### src/rtl/serial_mant_inc_ctrl.sv
// Bit-serial mantissa incrementer: one half-adder cell walks LSB->MSB and stops once the carry dies.
// Start/done handshake; oResult/oOvf update only on completion.
`timescale 1ns/1ps
module serial_mant_inc_ctrl #(
  parameter int WIDTH = 24,
  parameter int CNT_W = 6
) (
  input  logic             iClk,
  input  logic             iRst,
  input  logic             iStart,
  input  logic             iInc,
  input  logic [WIDTH-1:0] iMant,
  output logic             oBusy,
  output logic             oDone,
  output logic [WIDTH-1:0] oResult,
  output logic             oOvf
);

  typedef enum logic [1:0] {S_IDLE, S_SHIFT, S_DONE} state_t;

  state_t           r_state, w_state_next;
  logic [WIDTH-1:0] r_work, w_work_next;
  logic             r_carry, w_carry_next;
  logic [CNT_W-1:0] r_idx, w_idx_next;
  logic [WIDTH-1:0] w_shifted;
  logic [WIDTH-1:0] w_mask;
  logic             w_bit;
  logic             w_cout;
  logic             w_last;

  // Half-adder cell on bit r_idx: sum goes back via an XOR mask, carry is bit AND carry.
  assign w_shifted = r_work >> r_idx;
  assign w_bit     = w_shifted[0];
  assign w_cout    = w_bit & r_carry;
  assign w_mask    = {{(WIDTH-1){1'b0}}, r_carry} << r_idx;
  assign w_last    = (r_idx == CNT_W'(WIDTH-1));

  always_comb begin
    w_state_next = r_state;
    w_work_next  = r_work;
    w_carry_next = r_carry;
    w_idx_next   = r_idx;
    case (r_state)
      S_IDLE: begin
        if (iStart) begin
          w_work_next  = iMant;
          w_carry_next = iInc;
          w_idx_next   = '0;
          w_state_next = iInc ? S_SHIFT : S_DONE;
        end
      end
      S_SHIFT: begin
        w_work_next  = r_work ^ w_mask;
        w_carry_next = w_cout;
        w_idx_next   = r_idx + CNT_W'(1);
        if (!w_cout || w_last) w_state_next = S_DONE;
      end
      S_DONE:  w_state_next = S_IDLE;
      default: w_state_next = S_IDLE;
    endcase
  end

  always_ff @(posedge iClk or posedge iRst) begin
    if (iRst) begin
      r_state <= S_IDLE;
      r_work  <= '0;
      r_carry <= 1'b0;
      r_idx   <= '0;
      oBusy   <= 1'b0;
      oDone   <= 1'b0;
      oResult <= '0;
      oOvf    <= 1'b0;
    end else begin
      r_state <= w_state_next;
      r_work  <= w_work_next;
      r_carry <= w_carry_next;
      r_idx   <= w_idx_next;
      oBusy   <= (w_state_next == S_SHIFT);
      oDone   <= (w_state_next == S_DONE);
      // Publish only on DONE entry so SHIFT never leaks partial work values.
      if (w_state_next == S_DONE) begin
        oResult <= w_work_next;
        oOvf    <= w_carry_next;
      end
    end
  end

endmodule

### config.mk
export PLATFORM = sky130hd
export DESIGN_NAME = serial_mant_inc_ctrl
export DESIGN_NICKNAME = d
export VERILOG_FILES = /design/src/rtl/serial_mant_inc_ctrl.sv
export SDC_FILE = /design/constraint.sdc
export NUM_CORES = 1
export LEC_CHECK = 0
export ABC_AREA = 1
export BUFFER_PORTS_ARGS = -buffer_cell sky130_fd_sc_hd__buf_4
export CELL_PAD_IN_SITES_DETAIL_PLACEMENT = 1
export CELL_PAD_IN_SITES_GLOBAL_PLACEMENT = 2
export CORE_MARGIN = 2
export CORE_UTILIZATION = 35
export CTS_BUF_LIST = sky130_fd_sc_hd__clkbuf_16
export DETAILED_ROUTE_END_ITERATION = 12
export HOLD_SLACK_MARGIN = 0.12
export PLACE_DENSITY = 0.95
export SYNTH_ARGS = -nofsm -noshare
export SYNTH_HDL_FRONTEND = slang
export SYNTH_SLANG_ARGS = --single-unit
### constraint.sdc
create_clock -name iClk -period 2.6 [get_ports iClk]
set_input_delay 0.26 -clock iClk [delete_from_list [all_inputs] [get_ports iClk]]
set_output_delay 0.26 -clock iClk [all_outputs]
set_load 0.05 [all_outputs]
==> results of run 1 <==
## final cells by class
type                       instances  area [um2]  share of cell area (%)
tap                              108         135                    3.40
multi-input combinational        283        1410                    35.5
clock buffer                       9         225                    5.67
timing repair buffer              64         495                    12.5
sequential                        60        1500                    37.8
inverter                          39         146                    3.69
clock inverter                     7        57.6                    1.45
## state kept, by name, summed over array words and instances, names as in the netlist
register,flops
oResult,24
oBusy,1
r_idx,6
r_state,2
r_work,24
r_carry,1
oOvf,1
oDone,1
## per-layer routing
layer  vias to the layer above  wire length, um
met5                         -                0
met4                         0               80
met3                         8              436
met2                        70             4880
met1                      1470             4630
li1                       1453                -
## report_power, final
group          switching [mW]  internal, mW
combinational            1.83         0.772
clock                   0.428         0.726
sequential              0.271          1.34
## worst max-delay path, cell delays in order, from the launching register on
cell and delay [ns]:
dfrtp_1 0.41, nor2_1 0.12, inv_1 0.06, nor2_2 0.10, buf_4 0.34, nand2_2 0.45
nand2_4 0.45, nand2_1 0.11, nand2_1 0.09
## through the flow
stage | instances | utilization (%) | setup slack, ns | instance area, um2 | hold slack [ns]
after floorplan | 401 | - | 0.855 | 3180 | 0.428
after global placement | 553 | 42.0 | 0.439 | 3680 | 0.412
after detailed placement | 553 | 42.0 | 0.421 | 3680 | 0.419
after CTS | 570 | 45.3 | 0.377 | 3970 | 0.186
after global routing | 570 | 45.3 | 0.202 | 3970 | 0.203
final | 570 | 45.3 | 0.416 | 3970 | 0.191
## cells by family after synthesis
group | synth area share (%)
compound gates | 15.7
xor+xnor | 1.38
fa+ha+maj | 0.393
buf+inv | 8.46
flops | 47.2
simple gates | 26.8
## cells in the final DEF, fill, tap and decap left out, types with 2 or more instances in the layout
cell type	n
xor2_1	5
clkbuf_16	9
nor3_1	5
o22ai_1	5
inv_1	34
clkinv_1	4
inv_2	5
nand2_4	2
nor2_1	10
o21ai_1	5
nand2_2	2
a22oi_1	24
o211ai_1	2
o21ai_0	24
dfrtp_1	60
nand3_1	48
nand2_1	118
a21oi_1	23
buf_4	62
nor3_2	2
## path summary, 6_finish.rpt
path	to	depth (start not counted)
worst max-delay path	oResult[8]	8
worst min-delay path	r_work[18]	3
worst max register to register	oResult[8]	8
worst min register to register	oResult[18]	2
max in group asynchronous	oResult[9]	4
min in group asynchronous	oResult[1]	3
## timing repair
item / 4_1_cts / 5_1_grt
hold buffers: 1 / 0
endpoints found under the hold margin: 27 / 0
buffers inserted: 0 / 0
endpoints found under the setup margin: 0 / 0
==> flow_summary.toml, run 1 <==
[die]
io_pins = 55
rows = 34
die_x_um = 99.3
initial_utilization_pct = 36.3
die_h_um = 99.3
core-area_um2 = 8760
die_area_um2 = 9860

[placed_design]
gp_congestion = 0.996
hpwlAfterDp_mm = 6.89
port_buffers = 54

[yosys]
synth_area_leader_cell = "dfrtp_1"
syn_nets = 430
yosysWarnings = 0
synth_area_leaders = "dfrtp_1, nand2_1, nand3_1"
synth_seq_cells = 60
yosysTopAreaCellShare_pct = 47.2
synth-edff-count = 0
synthTopCellsByCount = "nand2_1, dfrtp_1, nand3_1, inv_1"
synthFlopType = "dfrtp_1"
syn-instance-count = 401
synth_async_sr_flop_share_pct = 100
synth-seq-area-share_pct = 47.2
yosysMostFrequentCell = "nand2_1"
syn_avg_cell_area_um2 = 7.93
syn-cell-area_um2 = 3180
synth_cell_types = 30

[timing]
slew_viol_final = 0
setup-violations-final = 0
max-slew-margin-rel_pct = 50.1
rsz0062_at_grt = "no"
fin_skew_ns = 0.00743
tns_ns = 0
tightest_slew_ns = 0.746
max_freq_mhz = 458
period_minus_slack_ns = 2.18
hold_viol = 0
finalCritPeriodShare_pct = 84.0

[power_and_ir_drop]
powerDensity_nw_per_um2 = 1350
p_total_mw = 5.37
ir_drop_v = 0.000523
p_leak_nw = 1.97

[grt]
grt_usage_pct = 21.5
antenna_found_initial = 0
grt_pass1_wl_mm = 16.6
grt_util_met2_pct = 34.3
grt_pass1_vias = 3230
overflow = 0
gr-usage-met1_pct = 30.0
grt_start_max_net_pins = 34
grt.busiest_layer = "met2"
grt_use_met3_pct = 3.79

[clock_tree]
clk_pin_slew_worst_paths_ns = 0.05
root_buffer = "clkbuf_16"
worstSkewPairLatency_ns = 0.33
ctsResizeCount = 0
clk_path_buf_depth = 2
htree_levels = 3
clock_sinks = 60
cts_tree = "done"
numCtsBuffers = 9

[drt]
drc_errors = 0
drtIter0Drc = 172
wirelength_mm = 10.0
drtAntennaViolNets = 0
wl_per_cell_um = 17.6
vias = 3001
drtPass1Iterations = 4
via_per_inst = 5.26

[critical_path]
cp-end-kind = "flop"
worstPathRequired_ns = 2.86
arrival_ns = 2.45
path_max_fanout = 27
reg2reg_from = "r_state[0]"
start_kind = "flop"
crit_type = "reg -> reg"
crit_start = "r_state[0]"
reg2reg_setup_slack_ns = 0.42

[hold_path]
worstHoldStart = "iMant[18]"
min-delay-path-class = "in -> reg"

[outcome]
status = "finished, final reports clean"

[job]
maxCapViolCount = 0

[finish]
nFillCells = 1084
nets = 486
layout-drive-gt1-share_pct = 19.5
antenna_cells = 0
syn_to_final_growth_pct = 24.9
(Power assumes the default switching activity.)
==> inputs of run 2 (changes only) <==
CORE_UTILIZATION = 29   (was 35)
PLACE_DENSITY = 0.85   (was 0.95)
clock period = 1.9 ns   (was 2.6 ns; I/O delays follow)
==> flow_summary.toml, run 2 (synthesized netlist as in run 1, its figures left out) <==
[finish]
final_common_cell = "nand2_1"
layout-drive-gt1-share_pct = 26.6
nFillCells = 1310
antenna_cells = 0
seq_area_um2 = 1500
syn_to_final_growth_pct = 36.9
multi_input_area_um2 = 1520
fin_area_um2 = 4350
nets = 515
top_regs = "oResult x24, r_work x24, r_idx x6"
utilization_pct = 40.5
final_cell_mix = "nand2_1, buf_4, dfrtp_1, nand3_1, inv_1"

[timing]
slew_viol_final = 0
period_minus_slack_ns = 1.85
tightest_slew_ns = 0.513
fin_skew_ns = 0.00400
setup-violations-final = 0
rsz0062_at_grt = "yes"
max-slew-margin-rel_pct = 65.8
finalCritPeriodShare_pct = 97.6
hold_viol = 0
max_freq_mhz = 539

[grt]
grt_usage_pct = 18.5
antenna_found_initial = 0
grt_pass1_wl_mm = 16.6
overflow = 0
grt_pass1_vias = 3238
grt_start_max_net_pins = 27

[power_and_ir_drop]
ir_drop_v = 0.000638
powerDensity_nw_per_um2 = 1740
p_leak_nw = 2.15

[die]
die_x_um = 109
initial_utilization_pct = 29.6
die_h_um = 109
core-area_um2 = 10700
io_pins = 55
die_area_um2 = 11800
rows = 38

[critical_path]
cp-end-kind = "flop"
path_max_fanout = 15
start_kind = "flop"
arrival_ns = 2.12
crit_type = "reg -> reg"
worstPathRequired_ns = 2.17

[drt]
wl_per_cell_um = 17.3
drtAntennaViolNets = 0
wirelength_mm = 10.9
vias = 3140
drc_errors = 0
via_per_inst = 4.99
drtPass1Iterations = 4
drtIter0Drc = 126

[placed_design]
gp_congestion = 0.900
port_buffers = 54
placed_cell_area_um2 = 3920
hpwlAfterDp_mm = 7.59

[clock_tree]
numCtsBuffers = 9
cts_tree = "done"
htree_levels = 3
root_buffer = "clkbuf_16"
clock_sinks = 60
clk_path_buf_depth = 2
clk_pin_slew_worst_paths_ns = 0.05
worstSkewPairLatency_ns = 0.33

[job]
maxCapViolCount = 0

[outcome]
status = "finished, final reports clean"

[hold_path]
min-delay-path-class = "in -> reg"
==> run 2: where the power goes <==
part / switching, mW / internal (mW) / total (mW)
Combinational: 2.69 / 1.28 / 3.98
Clock: 0.564 / 0.849 / 1.41
Sequential: 0.367 / 1.84 / 2.20
==> run 2: cell type report <==
| cell class | instances | share of cell area (%) |
|---|---|---|
| timing repair buffer | 91 | 17.5 |
| inverter | 39 | 3.42 |
| clock buffer | 9 | 5.18 |
| sequential | 60 | 34.5 |
| multi-input combinational | 285 | 34.9 |
| tap | 140 | 4.03 |
| clock inverter | 5 | 0.518 |
==> run 2: worst paths after layout <==
check	startpoint	endpoint	slack (ns)	cells after the start
min in group asynchronous	iRst	r_carry	0.45	3
worst min register to register	oResult[5]	oResult[5]	0.51	2
worst max-delay path	r_idx[0]	oResult[14]	0.05	13
worst max register to register	r_idx[0]	oResult[14]	0.05	13
worst min-delay path	iMant[2]	r_work[2]	0.13	3
max in group asynchronous	iRst	r_work[14]	0.94	4
==> run 2: timing repair <==
action                                  CTS  global route
buffers inserted                          0             2
cloned                                    0             2
gates resized for setup                   2            27
endpoints found under the setup margin    4            30
hold buffers                              3             0
pin swaps                                 0             2
hold endpoints to repair                 19             0
==> run 2: critical path, stage by stage (launching register included) <==
cell and delay, ns:
dfrtp_2 0.45, buf_12 0.17, nand2_1 0.06, nand3_1 0.10, nand3_2 0.09, nand3_1 0.07, nand2_1 0.08, nand2_1 0.06
nand2_2 0.08, nand3_4 0.11, nand2_8 0.17, buf_8 0.16, nand3_1 0.08, nand2_1 0.09
==> run 2: routing by layer <==
layer	vias to the layer above	routed length [um]	GRT usage [%]	share of wire [%]
met5	-	0	0	0
met4	0	183	7.60	1.7
met3	11	316	2.27	2.9
met2	52	5250	29.4	48
met1	1560	5110	25.4	47
li1	1517	-	-	-
==> run 2: through the flow <==
stage	hold slack, ns	setup WS [ns]	std cells	total power [mW]	TNS, ns
final	0.127	0.0455	629	7.59	0
after global routing	0.139	-0.0694	629	8.13	-0.970
after CTS	0.121	0.0113	625	7.37	0
after detailed placement	0.272	-0.00911	608	5.88	-0.0112
after global placement	0.265	0.0212	608	5.77	0
after floorplan	0.358	0.201	401	4.75	0
==> inputs of run 3 (changes only) <==
--- a/config.mk
+++ b/config.mk
@@ -16,4 +16,5 @@
 export HOLD_SLACK_MARGIN = 0.12
 export PLACE_DENSITY = 0.85
+export SETUP_SLACK_MARGIN = 0.4
 export SYNTH_ARGS = -nofsm -noshare
 export SYNTH_HDL_FRONTEND = slang
==> constraint.sdc (replaced) <==
create_clock -name iClk -period 1.9 [get_ports iClk]
set_input_delay 0.38 -clock iClk [delete_from_list [all_inputs] [get_ports iClk]]
set_output_delay 0.38 -clock iClk [all_outputs]
set_load 0.05 [all_outputs]
==> flow_summary.toml, run 3 (synthesized netlist as in run 1, its figures left out) <==
[outcome]
status = "finished, violations left"
violations = "setup timing"

[timing]
fin_skew_ns = 0.00682
max-slew-margin-rel_pct = 63.8
max_freq_mhz = 522
tightest_slew_ns = 0.541
rsz0062_at_grt = "yes"
setup_slack_ns = -0.0143
slew_viol_final = 0
period_minus_slack_ns = 1.91
finalCritPeriodShare_pct = 101
hold_viol = 0
setup-violations-final = 13

[power_and_ir_drop]
p_total_mw = 8.67
switchingPower_mw = 4.19
powerDensity_nw_per_um2 = 1740
pwr-share-seq_pct = 26.0
clkPwrFrac_pct = 18.0
power_frac_comb_pct = 56.0
p_leak_nw = 2.41
sw_frac_of_total_pct = 48.3
ir_drop_v = 0.000777
internal_power_mw = 4.48

[finish]
top_regs = "oResult x24, r_work x24, r_idx x6"
layout-drive-gt1-share_pct = 43.7
fin_area_um2 = 4990
final_cell_mix = "nand2_1, buf_4, dfrtp_1, inv_1, nand3_1"
antenna_cells = 0
final_common_cell = "nand2_1"
nets = 526
syn_to_final_growth_pct = 56.9

[clock_tree]
cts_tree = "done"
clock_sinks = 60
root_buffer = "clkbuf_16"
htree_levels = 3
clk_pin_slew_worst_paths_ns = 0.06
worstSkewPairLatency_ns = 0.34
numCtsBuffers = 9
clk_path_buf_depth = 2

[grt]
grt_usage_pct = 19.8
grt_pass1_vias = 3479
grt_pass1_wl_mm = 17.8
grt_start_max_net_pins = 25
antenna_found_initial = 0
overflow = 0

[die]
die_h_um = 109
initial_utilization_pct = 29.6
core-area_um2 = 10700
io_pins = 55
die_area_um2 = 11800
rows = 38
die_x_um = 109

[placed_design]
gp_congestion = 0.919
port_buffers = 54
hpwlAfterDp_mm = 7.69
placed_cell_area_um2 = 3930
place_worst_setup_slack_ns = -0.0516

[drt]
via_per_inst = 5.29
wl_per_cell_um = 19.4
drtIter0Drc = 145
drtAntennaViolNets = 0
vias = 3390
wirelength_mm = 12.4
drtPass1Iterations = 4
drc_errors = 0

[critical_path]
start_kind = "flop"
worstPathRequired_ns = 2.13
arrival_ns = 2.14
cp-end-kind = "flop"
crit_type = "reg -> reg"
path_max_fanout = 13

[hold_path]
min-delay-path-class = "in -> reg"

[job]
maxCapViolCount = 0
run 3: changes by cell type in the layout (fill, tap and decap cells not counted), sizes merged:
cell	previous run	this run
clkinvlp	0	1
buf	88	97
clkbuf	9	12
bufinv	0	1
clkinv	4	3
nand2	124	125
dlygate4sd3	3	1
run 3: cell type report:
class / count / area [um2]
clock buffer: 9 / 225
clock inverter: 6 / 48.8
fill: 1261 / 5760
inverter: 39 / 160
multi-input combinational: 286 / 1910
sequential: 60 / 1510
tap: 140 / 175
timing repair buffer: 101 / 958
run 3: power by group through the flow:
stage               clock, mW  sequential [mW]  combinational, mW
global placement            0             2.18               3.65
global route             1.63             2.31               5.21
detailed placement          0             2.21               3.75
finish                   1.56             2.25               4.85
floorplan                   0             2.99               1.78
CTS                      1.58             2.21               3.99
run 3: what timing repair did:
item                                    in CTS  in global routing
hold endpoints to repair                    20                  0
setup buffers                                2                 10
hold buffers                                 1                  0
gates resized for setup                     27                129
pin swaps                                    1                 18
cloned                                       1                  5
endpoints found under the setup margin      55                 58
run 3: metrics by stage:
| stage | TNS (ns) | instances | util, % | hold WS (ns) |
|---|---|---|---|---|
| finish | -0.0739 | 641 | 46.4 | 0.306 |
| global route | -2.07 | 641 | 46.4 | 0.323 |
| CTS | 0 | 626 | 40.4 | 0.304 |
| detailed placement | -0.574 | 607 | 36.6 | 0.469 |
| global placement | -0.00716 | 607 | 36.6 | 0.455 |
| floorplan | 0 | 401 | - | 0.486 |
run 3: metal layers:
layer  up-vias  routed length [um]  track usage, %
li1       1539                   -               -
met1      1746                5270            26.2
met2        76                6340            32.8
met3        29                 419            2.27
met4         0                 408            8.06
met5         -                   0               0
run 3: critical path, stage by stage, from the launching register on:
cell and delay (ns):
dfrtp_2 0.48, buf_12 0.18, nand2_2 0.07, nand3_2 0.09
nand3_2 0.08, nand3_2 0.08, nand2_2 0.07, nand2_2 0.05
nand2_2 0.10, nand3_4 0.13, nand2_8 0.17, nand2_8 0.13
nand2_1 0.11, nand2_1 0.05
run 3: final timing paths:
| kind | start | endpoint | slack (ns) | cells past startpoint |
|---|---|---|---|---|
| setup reg to reg | r_idx[0] | oResult[10] | -0.01 | 13 |
| setup / recovery | r_idx[0] | oResult[10] | -0.01 | 13 |
| hold / removal | iMant[4] | r_work[4] | 0.31 | 3 |
| hold reg to reg | oResult[4] | oResult[4] | 0.51 | 2 |
| min in group asynchronous | iRst | r_work[8] | 0.65 | 3 |
| max in group asynchronous | iRst | r_work[17] | 0.74 | 4 |
